### src/rtl/keypad_4x4_scan_32b.sv
// 4x4 matrix keypad scanner with sweep-level debounce; each accepted hex key is
// shifted into x as the new least-significant digit.
module keypad_4x4_scan_32b #(
  parameter int SCAN_TICKS = 100000,
  parameter int DEBOUNCE   = 20
) (
  input  logic        CLK,
  input  logic        RST_N,
  input  logic        e,
  input  logic [3:0]  ROW,
  output logic [3:0]  COL,
  output logic [31:0] x,
  output logic [3:0]  key_code,
  output logic        key_valid
);

  localparam int TW = (SCAN_TICKS > 1) ? $clog2(SCAN_TICKS) : 1;
  localparam int SW = $clog2(DEBOUNCE + 1);
  localparam logic [TW-1:0] TLAST = TW'(SCAN_TICKS - 1);
  localparam logic [SW-1:0] SMAX  = SW'(DEBOUNCE);

  typedef enum logic {ARMED, HELD} state_t;

  logic [3:0]    row_s1, row_s2;
  logic [1:0]    c;
  logic [TW-1:0] tick;
  logic [15:0]   snap, prev;
  logic [SW-1:0] scnt;
  state_t        state;

  logic          col_end;
  logic [15:0]   snap_nx;
  logic [SW-1:0] scnt_nx;
  logic [4:0]    nkeys;
  logic [3:0]    code_nx;

  // Snapshot bit 4c+r holds key (column c, row r).
  function automatic logic [3:0] keymap(input logic [3:0] idx);
    case (idx)
      4'd0:  keymap = 4'h1;  4'd1:  keymap = 4'h4;  4'd2:  keymap = 4'h7;  4'd3:  keymap = 4'h0;
      4'd4:  keymap = 4'h2;  4'd5:  keymap = 4'h5;  4'd6:  keymap = 4'h8;  4'd7:  keymap = 4'hF;
      4'd8:  keymap = 4'h3;  4'd9:  keymap = 4'h6;  4'd10: keymap = 4'h9;  4'd11: keymap = 4'hE;
      4'd12: keymap = 4'hA;  4'd13: keymap = 4'hB;  4'd14: keymap = 4'hC;  default: keymap = 4'hD;
    endcase
  endfunction

  always_comb begin
    col_end = (tick == TLAST);
    snap_nx = snap;
    snap_nx[{c, 2'b00} +: 4] = ~row_s2;
    if (snap_nx == prev) scnt_nx = (scnt == SMAX) ? SMAX : scnt + 1'b1;
    else                 scnt_nx = SW'(1);
    nkeys   = 5'd0;
    code_nx = 4'h0;
    for (int i = 0; i < 16; i++) begin
      if (snap_nx[i]) begin
        nkeys   = nkeys + 1'b1;
        code_nx = keymap(4'(i));
      end
    end
  end

  always_ff @(posedge CLK or negedge RST_N) begin
    if (!RST_N) begin
      row_s1    <= 4'hF;
      row_s2    <= 4'hF;
      COL       <= 4'hF;
      c         <= 2'd0;
      tick      <= '0;
      snap      <= 16'h0000;
      prev      <= 16'h0000;
      scnt      <= '0;
      state     <= ARMED;
      x         <= 32'h0;
      key_code  <= 4'h0;
      key_valid <= 1'b0;
    end else begin
      row_s1    <= ROW;
      row_s2    <= row_s1;
      key_valid <= 1'b0;
      if (!e) begin
        COL   <= 4'hF;
        c     <= 2'd0;
        tick  <= '0;
        scnt  <= '0;
        state <= ARMED;
      end else if (col_end) begin
        tick <= '0;
        c    <= c + 2'd1;
        COL  <= ~(4'b0001 << (c + 2'd1));
        snap <= snap_nx;
        // Sweep end: debounce on whole-keypad snapshots, then step the FSM.
        if (c == 2'd3) begin
          scnt <= scnt_nx;
          prev <= snap_nx;
          if (scnt_nx == SMAX) begin
            case (state)
              ARMED: begin
                if (nkeys == 5'd1) begin
                  key_valid <= 1'b1;
                  key_code  <= code_nx;
                  x         <= {x[27:0], code_nx};
                  state     <= HELD;
                end else if (nkeys >= 5'd2) begin
                  state <= HELD;
                end
              end
              HELD: if (nkeys == 5'd0) state <= ARMED;
              default: state <= ARMED;
            endcase
          end
        end
      end else begin
        tick <= tick + 1'b1;
        COL  <= ~(4'b0001 << c);
      end
    end
  end

endmodule

### config.mk
export PLATFORM = sky130hd
export DESIGN_NAME = keypad_4x4_scan_32b
export DESIGN_NICKNAME = d
export VERILOG_FILES = /design/src/rtl/keypad_4x4_scan_32b.sv
export SDC_FILE = /design/constraint.sdc
export NUM_CORES = 1
export LEC_CHECK = 0
export CORE_AREA = 2 2 121 123
export CTS_BUF_LIST = sky130_fd_sc_hd__clkbuf_8
export DETAILED_ROUTE_END_ITERATION = 12
export DIE_AREA = 0 0 123 125
export PLACE_DENSITY = 0.77
export SETUP_SLACK_MARGIN = 0.5
export SLEW_MARGIN = 20
export SYNTH_ARGS = -nofsm -noshare
export SYNTH_HDL_FRONTEND = slang
export SYNTH_SLANG_ARGS = --single-unit
### constraint.sdc
create_clock -name CLK -period 18.2 [get_ports CLK]
set_clock_uncertainty 0.15 [all_clocks]
set_input_delay 3.64 -clock CLK [delete_from_list [all_inputs] [get_ports CLK]]
set_output_delay 3.64 -clock CLK [all_outputs]
set_load 0.02 [all_outputs]
Word-level counts from Yosys, hierarchy flattened
Index checks and enable logic that the tools add are counted.
{"block": "classes", "n_addsub": 19, "order_cmp": 1, "n_eq_ne": 9, "shifts": 4, "n_mux": 58, "bitwise": 4, "reduce_logical": 6}
{"operator": "2-to-1 mux 5 bit", "count": 20}
{"operator": "adder 5 x 1 -> 5 bit (second input constant)", "count": 16}
{"operator": "2-to-1 mux 4 bit", "count": 17}
{"operator": "2-to-1 mux 17 bit", "count": 2}
{"operator": "adder 17 x 1 -> 17 bit (second input constant)", "count": 1}
{"operator": "== test 17 bit (second input constant)", "count": 1}
{"operator": "bitwise mux 16 bit", "count": 1}
{"operator": "== test 16 bit", "count": 1}
{"operator": "variable shift 4 x 6 -> 16 bit (first input constant)", "count": 1}
{"operator": "indexed part select 4 x 6 -> 16 bit", "count": 1}
{"operator": "2-to-1 mux 1 bit", "count": 15}
{"operator": "inverter 4 bit", "count": 3}
{"operator": "== test 5 bit (second input constant)", "count": 2}
{"operator": "<< shifter 1 x 2 -> 4 bit (first input constant)", "count": 2}
{"operator": "!= test 2 x 1 -> 1 bit (second input constant)", "count": 3}
{"operator": "negation 4 -> 6 bit", "count": 1}
{"operator": "AND reduction 3 bit", "count": 2}
{"operator": "AND reduction 6 bit", "count": 1}
{"operator": "== test 5 x 1 -> 1 bit (second input constant)", "count": 1}
{"operator": "greater-or-equal comparator 5 x 2 -> 1 bit (second input constant)", "count": 1}
{"operator": "zero test 5 bit", "count": 1}
{"operator": "2-to-1 mux 2 bit", "count": 2}
{"operator": "AND reduction 2 bit", "count": 2}
{"operator": "adder 2 x 1 -> 2 bit (second input constant)", "count": 1}
{"operator": "other kinds (3)", "count": 3}
{"block": "totals", "reg_bits": 106, "output_inout_bits": 41}

Logic depth before layout (Yosys ltp)
Gate-level depths: netlist of run 1.
{"block": "logic_depth", "word_depth": 42, "ltp_mapped": 61}

Worst setup path after synthesis of run 1
OpenSTA, ideal clock, no wires.
{"block": "synth_path", "path_kind": "register -> register", "startpoint": "register c[0]", "endpoint": "register x[0]", "setup_time_ns": 0.125, "arrival_time_ns": 11.167, "slack_ns": 6.758, "path_stages_with_launch": 62, "path_buffers": 4, "period_less_slack_ns": 11.442, "cell_sequence": "dfrtp_1 > buf_4 > inv_1 > ha_1 > buf_2 > nor3_1 > mux2i_1 > ha_1 > inv_1 > a21oi_4 > nor2_1 > ha_1 > a21oi_1 > a31o_1 > inv_2 > ha_1 > mux2i_2 > inv_1 > (+26 left out) > inv_1 > ha_1 > nor2_1 > a21oi_1 > ha_1 > mux2_2 > ha_1 > mux2_2 > ha_1 > nor2b_1 > nor2_1 > o22ai_1 > mux2i_1 > xnor2_1 > or4_1 > buf_6 > buf_12 > mux2_4"}
{"block": "synth_via", "elab_chain_cells": 36, "elab_cells_between_ends": 57}
{"element": "start: declaration", "line_no": "25", "source": "logic [1:0] c;"}
{"element": "start signal: assignment", "line_no": "89", "source": "c <= c + 2'd1;"}
{"element": "negation 4 -> 6 bit", "line_no": "50", "source": "snap_nx[{c, 2'b00} +: 4] = ~row_s2;"}
{"element": "indexed part select 4 x 6 -> 16 bit or variable shift 4 x 6 -> 16 bit (tied branches)", "line_no": "50"}
{"element": "bitwise mux 16 bit", "line_no": "50"}
{"element": "2-to-1 mux 1 bit", "line_no": "56", "source": "if (snap_nx[i]) begin"}
{"element": "adder 5 x 1 -> 5 bit", "line_no": "57", "source": "nkeys = nkeys + 1'b1;"}
{"element": "2-to-1 mux 5 bit", "line_no": "56"}
{"element": "adder 5 x 1 -> 5 bit", "line_no": "57"}
{"element": "2-to-1 mux 5 bit", "line_no": "56"}
{"element": "(+20 left out)"}
{"element": "adder 5 x 1 -> 5 bit", "line_no": "57"}
{"element": "2-to-1 mux 5 bit", "line_no": "56"}
{"element": "adder 5 x 1 -> 5 bit", "line_no": "57"}
{"element": "2-to-1 mux 5 bit", "line_no": "56"}
{"element": "adder 5 x 1 -> 5 bit", "line_no": "57"}
{"element": "2-to-1 mux 5 bit", "line_no": "56"}
{"element": "== test 5 x 1 -> 1 bit", "line_no": "99", "source": "if (nkeys == 5'd1) begin"}
{"element": "AND reduction 6 bit (no source line)"}
{"element": "end signal: assignment", "line_no": "102", "source": "x <= {x[27:0], code_nx};"}
{"element": "end: declaration", "line_no": "12", "source": "output logic [31:0] x,"}
Parallel ways exist; a longest one is shown, timed or not.
A chain may end at the register's enable or synchronous reset.

Worst setup path in the final report of run 1
{"block": "layout_path", "startpoint": "register c[0]", "endpoint": "register x[3]"}
The elaborated chain is that of the path after synthesis.

==> impl_summary.log, run 1 <==
[metrics] CTS sink count: 102
[metrics] power density over cell area: 57.05 nW/um^2
[metrics] global route overflow: 0
[metrics] number of enable-type register cells in the synthesized netlist: 0
[metrics] cell chosen for the clock root: sky130_fd_sc_hd__clkbuf_8
[metrics] global-route wire length before repair: 25.04 mm
[metrics] required time of the critical path: 18.31 ns
[metrics] DIE HEIGHT: 125 um
[metrics] switching part of the total power: 27.06%
[metrics] count of warnings emitted by yosys: 0
[metrics] Tcrit/Tclk final: 74.22%
[metrics] Routed Wire Length: 14.77 mm
[metrics] arrival time of the worst setup path: 13.62 ns
[metrics] critical path buffer and inverter count: 6
[metrics] ant diodes: 0
[metrics] number of CTS-inserted buffers: 9
[metrics] critical path type: flip-flop to flip-flop
[metrics] async set-reset flop share out of synthesis: 100.0%
[metrics] total track usage: 19.92%
[metrics] width of the die: 123 um
[metrics] CP Capture Type: flip-flop
[metrics] Placed Cells: 893
[metrics] WP depth: 57
[metrics] Floorplan Core Area: 14200 sq um
[metrics] count of buffers inserted at the top-level ports: 47
[metrics] clock slew at reported path FFs: 0.10 ns
[metrics] Leakage Power: 3.290 nW
[metrics] post-synthesis instance area: 6862 sq um
[metrics] number of DRC violations after detailed routing: 0
[metrics] DR vias: 5233
[metrics] min cycle time layout: 13.51 ns
[metrics] setup repair after global routing missed its margin: false
[metrics] Pre-antenna DRT Iters: 5
[metrics] Starting Density: 48.31%
[metrics] Finish-stage setup viols: 0
[metrics] number of DRC markers in iteration 0: 541
[metrics] worst hold-check path type: flip-flop to flip-flop
[metrics] average instance area after synthesis: 9.973 sq um
[metrics] Post-Syn Instances: 688
[metrics] CP peak stage delay: 1.16 ns
[metrics] max-cap violations: 0
[metrics] top-level I/O count: 48
[metrics] Final HPWL DP: 10.94 mm
[metrics] synthesized flop and latch total: 102
[metrics] area of all placed cells without fillers: 7587 sq um
[metrics] average via count per standard cell: 5.757
[metrics] antenna viol nets, final: 0
[metrics] synthesis-to-finish area growth: 10.58%
[metrics] cell seen most often among critical-path stages: sky130_fd_sc_hd__ha_1
[metrics] global placement routability congestion: 0.8563
[metrics] Worst R2R Path Depth: 57
[metrics] CTS hold repair buffers: 0
[metrics] Max rail drop VDD: 0.03942 mV
[metrics] standard-cell rows: 44
[metrics] part of the power in combinational logic: 13.5%
[metrics] part of the power in registers: 53.4%
[metrics] Max Used Layer: met4
[metrics] final total power: 0.4329 mW
[metrics] sequential-to-total area share from yosys stat: 37.42%
[metrics] count of cells along the worst hold path: 0
[metrics] Max Transition Viols Final: 0
[metrics] internal power contribution: 0.3157 mW
[metrics] post-detailed-placement cell area: 7380 sq um
[metrics] Top Family by Delay on Critical Path: adder cells
[metrics] WL per Instance: 16.25 um
[metrics] outcome: complete, no violations
[metrics] met2 routed WL: 7.193 mm
[metrics] net count after synthesis: 719
[metrics] length of routed wiring on met1: 6.612 mm
[metrics] final std cells w/o fill: 909
[metrics] maximum buffer depth of the clock tree: 2
[metrics] clock tree from TritonCTS: yes
[metrics] Distinct cells, synth: 86
[metrics] source-to-sink clock delay at the later pin of the worst-skew pair: 0.38 ns
[metrics] Least-Margin Pin Slew: 0.9734 ns
[metrics] maximum number of pins on one net before global-route repair: 74
[metrics] DIE AREA: 15380 sq um
[metrics] vias in the first global route: 5200
[metrics] power dissipated by switching net loads: 0.1172 mW
[metrics] Fmax achieved: 74.03 MHz
[metrics] relative slew slack: 35.11%
[metrics] relative contribution of the clock network to total power: 33.1%
[metrics] startpoint type of the worst setup path: flip-flop
[metrics] critical-path maximum fanout: 32
[metrics] number of cells upsized or downsized after cts: 0
[metrics] routed wl met3: 617 um
[metrics] fill cell total of the finished layout: 1222
[metrics] Fin. Hold Viols: 0
[metrics] library cell contributing the largest single delay on the critical path: sky130_fd_sc_hd__or4_2
[metrics] proportion of layout cells with a drive suffix above 1: 14.48%
[metrics] Final #Nets: 751
[metrics] most common flop cell mapped by yosys: sky130_fd_sc_hd__dfrtp_1
[metrics] setup TNS: 0 ns
[metrics] post-CTS setup-driven buffer insertion count: 0
[metrics] number of antenna violations at the first check in global routing: 0
[metrics] CTS HTree Levels: 3
[power groups by stage]
stage	registers (mW)	logic, mW	clock network, mW
3_5_place_dp	0.235	0.0575	0
2_1_floorplan	0.234	0.0423	0
6_report	0.231	0.0583	0.143
5_1_grt	0.231	0.0645	0.156
4_1_cts	0.231	0.0580	0.147
3_3_place_gp	0.235	0.0542	0
[stage by stage]
step | hold slack, ns | util, % | setup WS [ns]
3_5_place_dp | 0.1973 | 51.96 | 4.862
6_report | 0.2106 | 53.42 | 4.693
2_1_floorplan | 0.1952 | - | 6.758
4_1_cts | 0.2118 | 53.34 | 4.803
3_3_place_gp | 0.1959 | 51.96 | 5.617
5_1_grt | 0.2166 | 53.42 | 3.874
[area by class of cell]
cell class	instances	area, sq um	share of cell area [%]
timing repair buffer	50	490.5	6.464
clock inverter	7	72.57	0.9565
inverter	27	103.9	1.369
multi-input combinational	530	3999	52.70
sequential	102	2567	33.84
clock buffer	9	123.9	1.633
tap	184	230.2	3.034
[cells in the final DEF, fill, tap and decap left out, drive strengths merged, types with 4 or more instances in the layout]
cell type / count
clkinv: 4
ha: 24
mux2i: 13
nor3: 11
and2: 10
clkbuf: 9
nor2b: 4
buf: 4
a211oi: 5
o21ai: 53
o2bb2ai: 6
xor2: 18
mux2: 39
nor2: 49
nand3b: 9
xnor2: 56
xnor3: 4
a21oi: 25
and3: 7
nor4b: 5
o211ai: 5
clkdlybuf4s50: 46
a31oi: 6
a21boi: 4
nand3: 21
o22ai: 5
nand2: 85
dfrtp: 90
nand2b: 10
nor4: 9
inv: 27
o2111ai: 4
dfstp: 12
[worst paths after layout]
path | slack [ns] | start | end
setup / recovery | 4.69 | c[0]$_DFFE_PN0P_ | x[3]$_DFFE_PN0P_
hold / removal | 0.21 | row_s1[3]$_DFF_PN1_ | row_s2[3]$_DFF_PN1_
setup reg to reg | 4.69 | c[0]$_DFFE_PN0P_ | x[3]$_DFFE_PN0P_
hold reg to reg | 0.21 | row_s1[3]$_DFF_PN1_ | row_s2[3]$_DFF_PN1_
max in group asynchronous | 13.64 | RST_N | x[12]$_DFFE_PN0P_
min in group asynchronous | 3.02 | RST_N | tick[13]$_DFF_PN0_
[logic make-up after synthesis]
| kind of cell | count (synthesis) | synth area share [%] |
|---|---|---|
| and+or+nand+nor | 239 | 17.65 |
| DFF | 102 | 37.42 |
| buffers and inverters | 56 | 4.486 |
| AOI/OAI and AO/OA | 137 | 13.69 |
| muxes | 52 | 10.18 |
| xor gates and xnor gates | 78 | 12.20 |
| adders and majority gates | 24 | 4.376 |
[synth_stat cells (4+ instances only)]
master                       n  area share (%)
sky130_fd_sc_hd__nand2_1    85             4.6
sky130_fd_sc_hd__inv_1      24             1.3
sky130_fd_sc_hd__clkbuf_1   14            0.77
sky130_fd_sc_hd__mux2i_1    11             1.6
sky130_fd_sc_hd__mux2_4     30             6.6
sky130_fd_sc_hd__o2bb2ai_1   5            0.64
sky130_fd_sc_hd__nor2b_1     4            0.36
sky130_fd_sc_hd__nand3b_1    9            0.98
sky130_fd_sc_hd__o211ai_1    5            0.55
sky130_fd_sc_hd__o21ai_0    51             3.7
sky130_fd_sc_hd__dfrtp_1    90              33
sky130_fd_sc_hd__a31oi_1     6            0.55
sky130_fd_sc_hd__nor3_1     11            0.80
sky130_fd_sc_hd__nor4_1      9            0.82
sky130_fd_sc_hd__and2_1      9            0.82
sky130_fd_sc_hd__a21oi_1    21             1.5
sky130_fd_sc_hd__buf_4       5            0.55
sky130_fd_sc_hd__ha_1       24             4.4
sky130_fd_sc_hd__o2111ai_1   4            0.51
sky130_fd_sc_hd__nor2_1     49             2.7
sky130_fd_sc_hd__xnor2_2     7             1.7
sky130_fd_sc_hd__dfstp_2    12             4.6
sky130_fd_sc_hd__xor2_1     17             2.2
sky130_fd_sc_hd__a21boi_0    4            0.44
sky130_fd_sc_hd__nand3_1    21             1.5
sky130_fd_sc_hd__and3_1      7            0.64
sky130_fd_sc_hd__xnor2_1    47             6.0
sky130_fd_sc_hd__nand2b_1   10            0.91
sky130_fd_sc_hd__o22ai_1     4            0.36
sky130_fd_sc_hd__buf_2       4            0.29
sky130_fd_sc_hd__mux2_2      7             1.1
sky130_fd_sc_hd__nor4b_1     4            0.51
[routing by layer]
layer | vias up | global-route usage, %
met5 | - | 0
met4 | 0 | 8.356
met3 | 31 | 2.372
met2 | 174 | 33.25
met1 | 2540 | 26.04
li1 | 2488 | -
[state kept, by name, indices dropped and copies added (netlist names)]
signal     cells
tick          17
x             32
COL            4
key_valid      1
scnt           5
row_s2         4
prev          16
row_s1         4
state          1
snap          16
c              2
No activity file was read; power rests on OpenSTA's default activity.
==> run 2, diff against run 1 <==
- PLACE_DENSITY: 0.77 -> 0.8
- clock period: 18.2 -> 12.26 ns (I/O delays scaled with it)
==> run 2 against run 1 <==
Compared with the run above:
- largest cell class unchanged
- power grew 49%
- first-iteration DRC count is 18% lower
- global-route usage fell by 0.72 points
- maximum frequency up 20%
- via count up 1.6%
==> impl_summary.log, run 2 (synthesis results as in run 1) <==
[metrics] top-level I/O count: 48
[metrics] fill cell total of the finished layout: 1197
[metrics] CTS hold repair buffers: 0
[metrics] part of the power in combinational logic: 15.8%
[metrics] standard-cell rows: 44
[metrics] vias in the first global route: 4960
[metrics] global route overflow: 0
[metrics] hold slack final: 0.2113 ns
[metrics] Fin. Hold Viols: 0
[metrics] relative contribution of the clock network to total power: 31.2%
[metrics] number of DRC markers in iteration 0: 443
[metrics] pre-CTS worst setup slack: 0.1562 ns
[metrics] ant diodes: 0
[metrics] Finish-stage setup viols: 0
[metrics] CTS sink count: 102
[metrics] global placement routability congestion: 0.9002
[metrics] outcome: complete, no violations
[metrics] average via count per standard cell: 5.682
[metrics] Starting Density: 48.31%
[metrics] max FFs per register: 32
[metrics] number of antenna violations at the first check in global routing: 0
[metrics] cell seen most often among critical-path stages: sky130_fd_sc_hd__ha_1
[metrics] CP Capture Type: flip-flop
[metrics] Tcrit/Tclk final: 91.62%
[metrics] Leakage Power: 3.458 nW
[metrics] CP peak stage delay: 0.62 ns
[metrics] Final #Nets: 778
[metrics] maximum number of pins on one net before global-route repair: 71
[metrics] maximum buffer depth of the clock tree: 2
[metrics] total track usage: 19.20%
[metrics] WL per Instance: 16.47 um
[metrics] commonest non-fill, non-tap cells in the layout: sky130_fd_sc_hd__dfrtp_1 (90), sky130_fd_sc_hd__nand2_1 (83), sky130_fd_sc_hd__o21ai_0 (51)
[metrics] DIE HEIGHT: 125 um
[metrics] Fmax achieved: 89.03 MHz
[metrics] Pre-antenna DRT Iters: 4
[metrics] Final HPWL DP: 10.57 mm
[metrics] largest registers in the final layout: x: 32 flops, tick: 17 flops
[metrics] antenna viol nets, final: 0
[metrics] switching part of the total power: 28.62%
[metrics] worst hold-check path type: flip-flop to flip-flop
[metrics] startpoint type of the worst setup path: flip-flop
[metrics] power dissipated by switching net loads: 0.1851 mW
[metrics] critical-path maximum fanout: 8
[metrics] final std cells w/o fill: 936
[metrics] required time of the critical path: 12.36 ns
[metrics] DR vias: 5318
[metrics] proportion of layout cells with a drive suffix above 1: 19.95%
[metrics] clock tree from TritonCTS: yes
[metrics] Floorplan Core Area: 14200 sq um
[metrics] Least-Margin Pin Slew: 1.087 ns
[metrics] cell chosen for the clock root: sky130_fd_sc_hd__clkbuf_8
[metrics] max-cap violations: 0
[metrics] min cycle time layout: 11.23 ns
[metrics] DIE AREA: 15380 sq um
[metrics] critical path type: flip-flop to flip-flop
[metrics] library cell contributing the largest single delay on the critical path: sky130_fd_sc_hd__or4_4
[metrics] Routed Wire Length: 15.41 mm
[metrics] width of the die: 123 um
[metrics] min setup slack post-route: 1.027 ns
[metrics] clock slew at reported path FFs: 0.10 ns
[metrics] arrival time of the worst setup path: 11.34 ns
[metrics] Max Transition Viols Final: 0
[metrics] internal power contribution: 0.4615 mW
[metrics] Max rail drop VDD: 0.05533 mV
[metrics] synthesis-to-finish area growth: 15.90%
[metrics] number of CTS-inserted buffers: 9
[metrics] relative slew slack: 27.32%
[metrics] most flop-heavy register: x
[metrics] count of buffers inserted at the top-level ports: 47
[metrics] setup repair after global routing missed its margin: false
[metrics] Placed Cells: 900
[metrics] power density over cell area: 81.31 nW/um^2
[metrics] part of the power in registers: 53.0%
[metrics] global-route wire length before repair: 24.09 mm
[metrics] CTS HTree Levels: 3
[metrics] source-to-sink clock delay at the later pin of the worst-skew pair: 0.37 ns
[metrics] number of DRC violations after detailed routing: 0
[metrics] final total power: 0.6466 mW
[metrics] most frequent standard cell in the layout excluding fill and tap cells: sky130_fd_sc_hd__dfrtp_1
[metrics] setup TNS: 0 ns
run 2: cell count changes in the layout (fill, tap and decap cells not counted), sizes merged:
cell | previous run | this run
bufinv | 1 | 0
buf | 4 | 29
clkbuf | 9 | 11
clkinv | 4 | 3
inv | 27 | 29
run 2: final timing paths:
check	cells past startpoint	end	slack, ns	startpoint
max in group asynchronous	2	x[21]$_DFFE_PN0P_	8.88	RST_N
max	56	x[30]$_DFFE_PN0P_	1.03	c[0]$_DFFE_PN0P_
max reg2reg	56	x[30]$_DFFE_PN0P_	1.03	c[0]$_DFFE_PN0P_
min in group asynchronous	1	tick[11]$_DFF_PN0_	1.85	RST_N
min reg2reg	0	row_s2[2]$_DFF_PN1_	0.21	row_s1[2]$_DFF_PN1_
min	0	row_s2[2]$_DFF_PN1_	0.21	row_s1[2]$_DFF_PN1_
run 2: power groups by stage:
stage	clock, mW	combinational, mW	sequential, mW
global placement	0	0.0818	0.349
floorplan	0	0.0628	0.348
finish	0.202	0.102	0.343
global route	0.219	0.112	0.343
detailed placement	0	0.0843	0.349
CTS	0.205	0.0879	0.343
run 2: worst max-delay path: cells and delay by family, from the launching register on:
kind | cells | cell delay (ns)
adder cells (fa/ha/maj) | 14 | 3.73
XOR/XNOR | 1 | 0.11
AND/OR/NAND/NOR | 17 | 2.83
AO/OA/AOI/OAI | 12 | 1.84
multiplexers | 5 | 1.29
buffers and inverters | 7 | 0.76
flip-flops | 1 | 0.40
run 2: layout make-up:
class | count | area (sq um) | area share (%)
sequential | 102 | 2567 | 32.28
clock inverter | 7 | 56.30 | 0.7080
timing repair buffer | 77 | 744.5 | 9.361
tap | 184 | 230.2 | 2.895
multi-input combinational | 530 | 4126 | 51.89
inverter | 27 | 103.9 | 1.306
clock buffer | 9 | 123.9 | 1.558
run 2: through the flow:
step,utilization (%),cell area (sq um)
after CTS,54.07,7680
after detailed placement,52.33,7432
final,55.99,7953
after floorplan,-,6862
after global routing,55.99,7953
after global placement,52.33,7432
run 2: per-layer routing:
layer / share of wire [%] / track usage (%) / wire length [um]
met1: 45 / 26.14 / 6945
met4: 1.9 / 6.551 / 291
met2: 50 / 31.62 / 7680
met3: 3.2 / 2.281 / 495
met5: 0 / 0 / 0
run 2: repair_timing:
action                                  4_1_cts  5_1_grt
gates resized for setup                      10       19
setup buffers                                 3       14
endpoints found under the setup margin       32       32
pin swaps                                     1       10
cloned                                        0        3
==> run 3, diff against run 2 <==
- ABC_CLOCK_PERIOD_IN_PS: default -> 12260
==> results of run 3 <==
The final DEF is identical to that of run 2; final timing and power are the same.
